**src/rtl/pipe_stage_elastic.sv**
```systemverilog
// Generic elastic pipeline stage: valid/ready with 2-entry skid (MODE=0) or legacy STALL (MODE=1).
// Optional perf counters enabled by defining PIPE_STAGE_PERF_CNT_EN.
module pipe_stage_elastic #(
    parameter int                DATA_W    = 128,
    parameter logic [DATA_W-1:0] NOP_VALUE = {DATA_W{1'b0}},
    parameter int                MODE      = 0
) (
    input  logic              CLK,
    input  logic              RST,
    input  logic              FLUSH,
    input  logic [1:0]        STALL,
    input  logic              IN_VALID,
    output logic              IN_READY,
    input  logic [DATA_W-1:0] IN_DATA,
    output logic              OUT_VALID,
    input  logic              OUT_READY,
    output logic [DATA_W-1:0] OUT_DATA,
    output logic [31:0]       PERF_BUBBLE_CNT,
    output logic [31:0]       PERF_BACKP_CNT
);

    typedef enum logic [1:0] {
        EMPTY = 2'd0,
        ONE   = 2'd1,
        TWO   = 2'd2
    } state_t;

    state_t            state_q;
    state_t            state_nx;
    logic [DATA_W-1:0] m_q;
    logic [DATA_W-1:0] m_nx;
    logic [DATA_W-1:0] s_q;
    logic [DATA_W-1:0] s_nx;
    logic              v_q;
    logic              v_nx;
    logic              rdy_q;
    logic              accept;
    logic              deliver;

    assign accept  = IN_VALID & rdy_q;
    assign deliver = v_q & OUT_READY;

    always_comb begin
        state_nx = state_q;
        m_nx     = m_q;
        s_nx     = s_q;
        v_nx     = v_q;
        unique case (state_q)
            EMPTY: begin
                if (accept) begin
                    state_nx = ONE;
                    m_nx     = IN_DATA;
                    v_nx     = 1'b1;
                end
            end
            ONE: begin
                if (deliver && accept) begin
                    m_nx = IN_DATA;
                end else if (deliver) begin
                    state_nx = EMPTY;
                    m_nx     = NOP_VALUE;
                    v_nx     = 1'b0;
                end else if (accept) begin
                    state_nx = TWO;
                    s_nx     = IN_DATA;
                end
            end
            TWO: begin
                if (deliver) begin
                    state_nx = ONE;
                    m_nx     = s_q;
                end
            end
            default: begin
                state_nx = EMPTY;
                m_nx     = NOP_VALUE;
                v_nx     = 1'b0;
            end
        endcase
    end

    always_ff @(posedge CLK) begin
        if (!RST) begin
            state_q <= EMPTY;
            m_q     <= NOP_VALUE;
            s_q     <= '0;
            v_q     <= 1'b0;
            rdy_q   <= 1'b0;
        end else if (FLUSH) begin
            state_q <= EMPTY;
            m_q     <= NOP_VALUE;
            s_q     <= '0;
            v_q     <= 1'b0;
            rdy_q   <= 1'b1;
        end else if (MODE == 1) begin
            // Legacy stall vector; skid register and FSM stay idle
            rdy_q <= 1'b1;
            if (STALL == 2'b01) begin
                v_q <= 1'b0;
                m_q <= NOP_VALUE;
            end else if (!STALL[0]) begin
                v_q <= 1'b1;
                m_q <= IN_DATA;
            end
        end else begin
            state_q <= state_nx;
            m_q     <= m_nx;
            s_q     <= s_nx;
            v_q     <= v_nx;
            rdy_q   <= (state_nx != TWO);
        end
    end

    assign IN_READY  = (MODE == 1) ? 1'b1 : rdy_q;
    assign OUT_VALID = v_q;
    assign OUT_DATA  = m_q;

`ifdef PIPE_STAGE_PERF_CNT_EN
    logic [31:0] bub_cnt_q;
    logic [31:0] bp_cnt_q;
    logic        bp_cond;

    assign bp_cond = (MODE == 1) ? (v_q & STALL[1]) : (v_q & ~OUT_READY);

    always_ff @(posedge CLK) begin
        if (!RST) begin
            bub_cnt_q <= '0;
            bp_cnt_q  <= '0;
        end else begin
            if (!v_q && bub_cnt_q != 32'hFFFF_FFFF)
                bub_cnt_q <= bub_cnt_q + 32'd1;
            if (bp_cond && bp_cnt_q != 32'hFFFF_FFFF)
                bp_cnt_q <= bp_cnt_q + 32'd1;
        end
    end

    assign PERF_BUBBLE_CNT = bub_cnt_q;
    assign PERF_BACKP_CNT  = bp_cnt_q;
`else
    assign PERF_BUBBLE_CNT = 32'h0;
    assign PERF_BACKP_CNT  = 32'h0;
`endif

endmodule

```
**config.mk**
```make
export PLATFORM = sky130hd
export DESIGN_NAME = pipe_stage_elastic
export DESIGN_NICKNAME = d
export VERILOG_FILES = /design/src/rtl/pipe_stage_elastic.sv
export SDC_FILE = /design/constraint.sdc
export NUM_CORES = 1
export LEC_CHECK = 0
export BUFFER_PORTS_ARGS = -buffer_cell sky130_fd_sc_hd__buf_2
export CORE_MARGIN = 2
export CORE_UTILIZATION = 30
export CTS_CLUSTER_DIAMETER = 80
export DETAILED_ROUTE_END_ITERATION = 8
export GPL_ROUTABILITY_DRIVEN = 0
export PLACE_DENSITY = 0.47
export SETUP_SLACK_MARGIN = 0.5
export SLEW_MARGIN = 20
export SYNTH_ARGS = -nofsm -noshare
export SYNTH_HDL_FRONTEND = slang
export SYNTH_SLANG_ARGS = --single-unit
```
**constraint.sdc**
```tcl
create_clock -name CLK -period 3.6 [get_ports CLK]
set_input_delay 0.36 -clock CLK [delete_from_list [all_inputs] [get_ports CLK]]
set_output_delay 0.36 -clock CLK [all_outputs]
set_load 0.05 [all_outputs]
```
==> results.md, run 1 <==
- Finished layout cell area: 14900 um^2
- CP Class: register to output pin
- Clock latency on the worst-skew pair: 0.54 ns
- Via count: 11700
- Critical path fanouts, max: 64
- Yosys warnings: 0
- Post-Route WL: 42000 um
- DRC viols: 0
- Final std cells w/o fill: 2256
- FFs w/ async S/R, synth: 0%
- Starting density of the core: 30.4%
- Vias in the first global route: 10900
- Footprint of the multi-input gates: 6230 um^2
- Clock share of power: 46.7%
- Net Switching: 2.07 mW
- Pin count of the biggest net entering global routing: 131
- Initial DRC Count: 696
- Postcts setup bufs: 0
- DPL Wire Length: 22900 um
- Worst-case clock skew: 0.0174 ns
- Worst path arrival time: 1.96 ns
- FP Rows: 74
- Clock slew seen by the registers of the worst setup and hold paths: 0.06 ns
- Critical path cell sequence: buf_4, buf_2
- Clk sinks: 260
- Leak: 5.30 nW
- Largest area contributor in the synthesized netlist: dfxtp_1
- Setup TNS after final layout: 0 ns
- Synth Area per Inst: 8.10 um^2
- Seq/Total Area, Yosys: 41.9%
- Layout area overhead: 19.8%
- P_int: 5.17 mW
- DP Area: 13800 um^2
- Fin. max-slew vios: 0
- Top area cells in the synthesized netlist: dfxtp_1, mux2i_1, nand2_1
- DR vias/cell: 5.19
- # IOs: 329
- Peak supply drop: 296 uV
- Detail Route Antenna Nets: 0
- Slowest CP cell: buf_4
- CTS tree: yes
- Clock root cell: clkbuf_16
- Placed cells: 2193
- Switching share of total power: 28.6%
- Layout fillers: 4261
- Final #Nets: 1833
- Top-area cell type share of the netlist area: 41.9%
- IO Port Bufs: 262
- Tcrit/Tclk final: 64.5%
- Finish-stage setup viols: 0
- First-pass GRT wire length: 64800 um
- Post-layout minimum cycle time: 2.32 ns
- Post-synthesis cell type count: 26
- Clk buf depth: 3
- Cell Pwr Density: 486 nW/um^2
- Hold Crit Class: primary input to register
- Max-cap violations: 0
- Core Area: 40800 um^2
- First-pass DRT Iterations: 5
- Synthesized area: 12400 um^2
- Avg WL per Cell: 18.6 um
- Util after Layout: 36.4%
- Final hold violations: 0
- Post-CTS sizing: 0
- Post-Synthesis Cells: 1533
- Antenna violations before repair: 5
- Die ar.: 43000 um^2
- Pwr Total: 7.24 mW
- CP endpoint kind: output pin
- Die Ht: 207 um
- CP Data Required Time: 3.24 ns
- Max Freq: 430 MHz
- Largest stage delay on the critical path: 0.66 ns
- Total global-route track usage: 18.7%
- Slew @ Worst Pin: 1.02 ns
- Num CTS Buffers: 35
- Number of synthesized flops with an enable pin: 0
- CTS Hold Buffers Added: 0
- Sequential power share: 40.7%
- Crit path launch type: register
- Pre-CTS WS: 1.27 ns
- Status: complete, no violations
- Synth top cells by count: nand2_1, dfxtp_1, a21oi_1, nand3_1, nor2_1
- Worst setup margin: 1.28 ns
- Main flop type after synthesis: dfxtp_1
- GRT overflow: 0
- Combinational share of power: 12.6%
- RSZ-0062 raised after global routing: no
- Share of layout cells above drive strength 1: 20.6%
- DIE WIDTH: 207 um
- Hold_ws: 0.0615 ns
- Storage cell area: 5220 um^2
- Slew HR: 32.1%
- Most frequent cell after synthesis: nand2_1
- CTS H-Tree Depth: 2
- FF+latch count, synth: 260
[per-layer routing]
| metal | share of wire [%] | track usage (%) | wire (um) | vias up |
|---|---|---|---|---|
| met2 | 47 | 30.3 | 19900 | 385 |
| met1 | 44 | 24.4 | 18300 | 5629 |
| li1 | - | - | - | 5630 |
| met5 | 0.076 | 0 | 32 | - |
| met3 | 6.9 | 4.58 | 2910 | 53 |
| met4 | 2.0 | 6.06 | 859 | 6 |
[critical path, delay by kind of cell, from the launching register on]
family | cells | cell delay [ns]
flip-flops | 1 | 0.35
buffers and inverters | 2 | 1.06
[path summary, 6_finish.rpt]
check                                            start                    end  slack (ns)  cells past startpoint
worst max-delay path            OUT_VALID$_SDFFE_PP0P_              OUT_VALID        1.28                      2
worst min register to register    s_q[52]$_SDFFE_PP0P_   s_q[52]$_SDFFE_PP0P_        0.45                      2
worst min-delay path                             FLUSH    IN_READY$_SDFF_PN0_        0.06                      2
worst max register to register   state_q[0]$_SDFF_PP0_  s_q[103]$_SDFFE_PP0P_        1.31                      4
[final cells by class]
cell class                 instances  share of cell area (%)
multi-input combinational       1114                    41.9
tap                              532                    4.47
timing repair buffer             287                    11.0
sequential                       260                    35.1
clock inverter                    13                   0.538
clock buffer                      48                    6.97
antenna                            2                  0.0336
[power groups by stage]
stage | clock network (mW) | logic [mW] | registers (mW)
CTS | 3.50 | 0.920 | 2.94
floorplan | 0 | 0.576 | 3.11
global route | 3.62 | 0.984 | 2.95
global placement | 0 | 0.911 | 3.00
detailed placement | 0 | 0.919 | 3.01
finish | 3.38 | 0.914 | 2.94
[cells by family after synthesis]
family,after synthesis,synth area share (%)
AO/OA/AOI/OAI,392,19.8
XOR/XNOR,1,0.0705
buffers and inverters,222,10.2
flip-flops,260,41.9
multiplexers,129,10.4
other,1,0.0302
AND/OR/NAND/NOR,528,17.6
[flip-flops by register name, summed over array words and instances, names as in the netlist]
signal,cells
state_q,2
s_q,128
IN_READY,1
OUT_DATA,128
OUT_VALID,1
[cells in the final DEF, fill, tap and decap left out]
cell type / n
a21oi_1: 131
buf_2: 261
o2bb2ai_4: 1
clkinvlp_4: 2
nand2b_4: 1
clkinv_2: 7
o21a_1: 1
and3b_1: 1
o22ai_1: 128
buf_4: 15
and2_1: 1
a22oi_1: 128
o21ba_2: 1
diode_2: 2
nand3b_1: 1
conb_1: 64
clkinv_4: 2
dfxtp_1: 257
clkbuf_1: 4
nand3_1: 130
xnor2_1: 1
dfxtp_4: 3
o22ai_4: 1
clkbuf_8: 7
mux2_2: 1
inv_4: 2
clkbuf_16: 37
nor2_1: 130
mux2i_1: 128
nand2_1: 261
and3_4: 1
nand3_4: 1
nand3b_4: 1
buf_12: 11
o21bai_1: 1
No activity file was read; power rests on OpenSTA's default activity.
==> inputs of run 2 (changes only) <==
==> constraint.sdc (replaced) <==
create_clock -name CLK -period 2.2 [get_ports CLK]
set_input_delay 0.22 -clock CLK [delete_from_list [all_inputs] [get_ports CLK]]
set_output_delay 0.22 -clock CLK [all_outputs]
set_load 0.05 [all_outputs]
==> run 2 against run 1 <==
- power rose by 71%
- die area did not move
- first-iteration DRC count rose by 16%
- combinational power rose by 97%
- hold slack improved by 0.078 ns
- sequential share of layout area fell by 3.8 points
- sequential cell count did not move
- final cell count rose by 6.6%
- non-clock buffer count rose by 150
==> results.md, run 2 (synthesized netlist as in run 1, its figures left out) <==
- First-pass GRT wire length: 68900 um (+6.4%)
- Clock latency on the worst-skew pair: 0.53 ns (about the same)
- Final std cells w/o fill: 2405 (+6.6%)
- Num CTS Buffers: 34 (-2.9%)
- CTS H-Tree Depth: 2 (unchanged)
- Finish-stage setup viols: 0 (unchanged)
- # IOs: 329 (unchanged)
- Via count: 12400 (+6.1%)
- Storage cell area: 5220 um^2 (about the same)
- Metal-1 WL: 21000 um (+14%)
- CP endpoint kind: register
- Footprint of the multi-input gates: 6260 um^2 (+0.48%)
- Total global-route track usage: 19.8% (+1.1 points)
- Antenna violations before repair: 3 (-2)
- Slowest CP cell: dfxtp_4
- CTS tree: yes
- Placed cells: 2196 (+0.14%)
- Detail Route Antenna Nets: 0 (unchanged)
- DPL Wire Length: 23100 um (+1.0%)
- Most frequent cells in the layout: nand2_1, buf_2, dfxtp_1
- Vias in the first global route: 11900 (+9.2%)
- Critical path cell sequence: xnor2_4, o22ai_4, buf_4, clkbuf_16, a22oi_1, nor2_1
- Core Area: 40800 um^2 (unchanged)
- Delay-heaviest family, CP: flip-flops
- Post-layout minimum cycle time: 1.67 ns
- First-pass DRT Iterations: 7 (+2)
- Max-cap violations: 0 (unchanged)
- Die Ht: 207 um (unchanged)
- Bufs and invs on worst path: 2 (unchanged)
- Setup TNS after final layout: 0 ns (unchanged)
- Slew HR: 30.9% (-1.2 points)
- Status: complete, no violations
- Fin. max-slew vios: 0 (unchanged)
- Met3 WL: 2690 um (-7.6%)
- Share of layout cells above drive strength 1: 19.9% (-0.67 points)
- Clock slew seen by the registers of the worst setup and hold paths: 0.06 ns (about the same)
- Slew @ Worst Pin: 1.04 ns (+0.0178 ns)
- Clk buf depth: 3 (unchanged)
- Hold_ws: 0.140 ns (+0.0783 ns)
- Worst path arrival time: 2.06 ns (+0.10 ns)
- DRC viols: 0 (unchanged)
- Largest stage delay on the critical path: 0.51 ns (-0.15 ns)
- Max Freq: 600 MHz
- Pin count of the biggest net entering global routing: 107 (-18%)
- Peak supply drop: 540 uV (+83%)
- Routed wl met2: 22900 um (+15%)
- Final hold violations: 0 (unchanged)
- Final #Nets: 1983 (+8.2%)
- Avg WL per Cell: 19.8 um (+6.2%)
- GRT overflow: 0 (unchanged)
- Layout area overhead: 34.4%
- Leak: 6.07 nW (+15%)
- Clock root cell: clkbuf_16
- Tcrit/Tclk final: 75.7%
- CP Data Required Time: 2.60 ns (-0.64 ns)
- Clk sinks: 260 (unchanged)
- Initial DRC Count: 807 (+16%)
- Max Used Layer: met4
- Starting density of the core: 30.4% (unchanged)
- CP Class: register to register
- Layout fillers: 4133 (-3.0%)
- Worst-case clock skew: 0.0196 ns (+0.00214 ns)
- RSZ-0062 raised after global routing: yes
- Critical path fanouts, max: 45 (-30%)
- DR vias/cell: 5.16 (-0.45%)
- FP Rows: 74 (unchanged)
- Util after Layout: 40.9% (+4.4 points)
- DIE WIDTH: 207 um (unchanged)
- Die ar.: 43000 um^2 (unchanged)
- Hold Crit Class: primary input to register
- Cell Pwr Density: 740 nW/um^2 (+52%)
- Crit path launch type: register
- Post-Route WL: 47600 um (+13%)
- IO Port Bufs: 262 (unchanged)
-- run 2: changes by cell type in the layout (fill, tap and decap cells not counted), sizes merged --
cell	previous run	this run
bufinv	0	3
clkinvlp	2	0
buf	287	298
inv	2	0
and3	1	2
clkinv	9	5
dlygate4sd3	0	130
clkbuf	48	58
diode	2	3
bufbuf	0	1
-- run 2: worst min-delay path: cells and delay by family --
| family | cells | cell delay [ns] |
|---|---|---|
| and+or+nand+nor | 3 | 0.30 |
| buffers and inverters | 1 | 0.10 |
-- run 2: timing repair --
item,4_1_cts,5_1_grt
pin swaps,1,2
endpoints found under the hold margin,129,0
cloned,2,9
endpoints found under the setup margin,191,256
setup buffers,1,6
gates resized for setup,5,28
hold buffers,130,0
-- run 2: cell type report --
class | count | area share (%)
multi-input cells | 1115 | 37.5
flip-flops and latches | 260 | 31.3
repair buffers | 437 | 20.3
clock buffers | 50 | 6.14
well taps | 532 | 3.99
clock inverters | 8 | 0.690
diodes | 3 | 0.0450
-- run 2: stage by stage --
stage | cell area (um^2) | total power, mW | setup slack [ns]
final | 16700 | 12.3 | 0.534
after global routing | 16700 | 12.8 | 0.447
after CTS | 16300 | 12.5 | 0.468
after detailed placement | 13800 | 6.43 | 0.375
after global placement | 13800 | 6.42 | 0.392
after floorplan | 12700 | 6.04 | 0.508
-- run 2: worst paths after layout --
path	slack [ns]	startpoint	endpoint	cells after the start
setup reg to reg	0.53	state_q[0]$_SDFF_PP0_	OUT_DATA[61]$_SDFFE_PP0P_	6
hold reg to reg	0.45	s_q[76]$_SDFFE_PP0P_	s_q[76]$_SDFFE_PP0P_	2
hold / removal	0.14	OUT_READY	state_q[1]$_SDFF_PP0_	4
setup / recovery	0.53	state_q[0]$_SDFF_PP0_	OUT_DATA[61]$_SDFFE_PP0P_	6
-- run 2: per-layer routing --
metal | track usage (%) | vias to the layer above
met5 | 0 | -
met4 | 6.75 | 0
met3 | 3.78 | 60
met2 | 33.6 | 398
met1 | 25.1 | 6032
li1 | - | 5930
-- run 2: report_power, final --
group / internal [mW] / total, mW / switching [mW] / leakage (nW)
registers: 4.77 / 4.81 / 0.0412 / 2.10
logic: 0.585 / 1.80 / 1.21 / 3.40
clock network: 3.57 / 5.73 / 2.17 / 0.563
total: 8.92 / 12.3 / 3.42 / 6.07
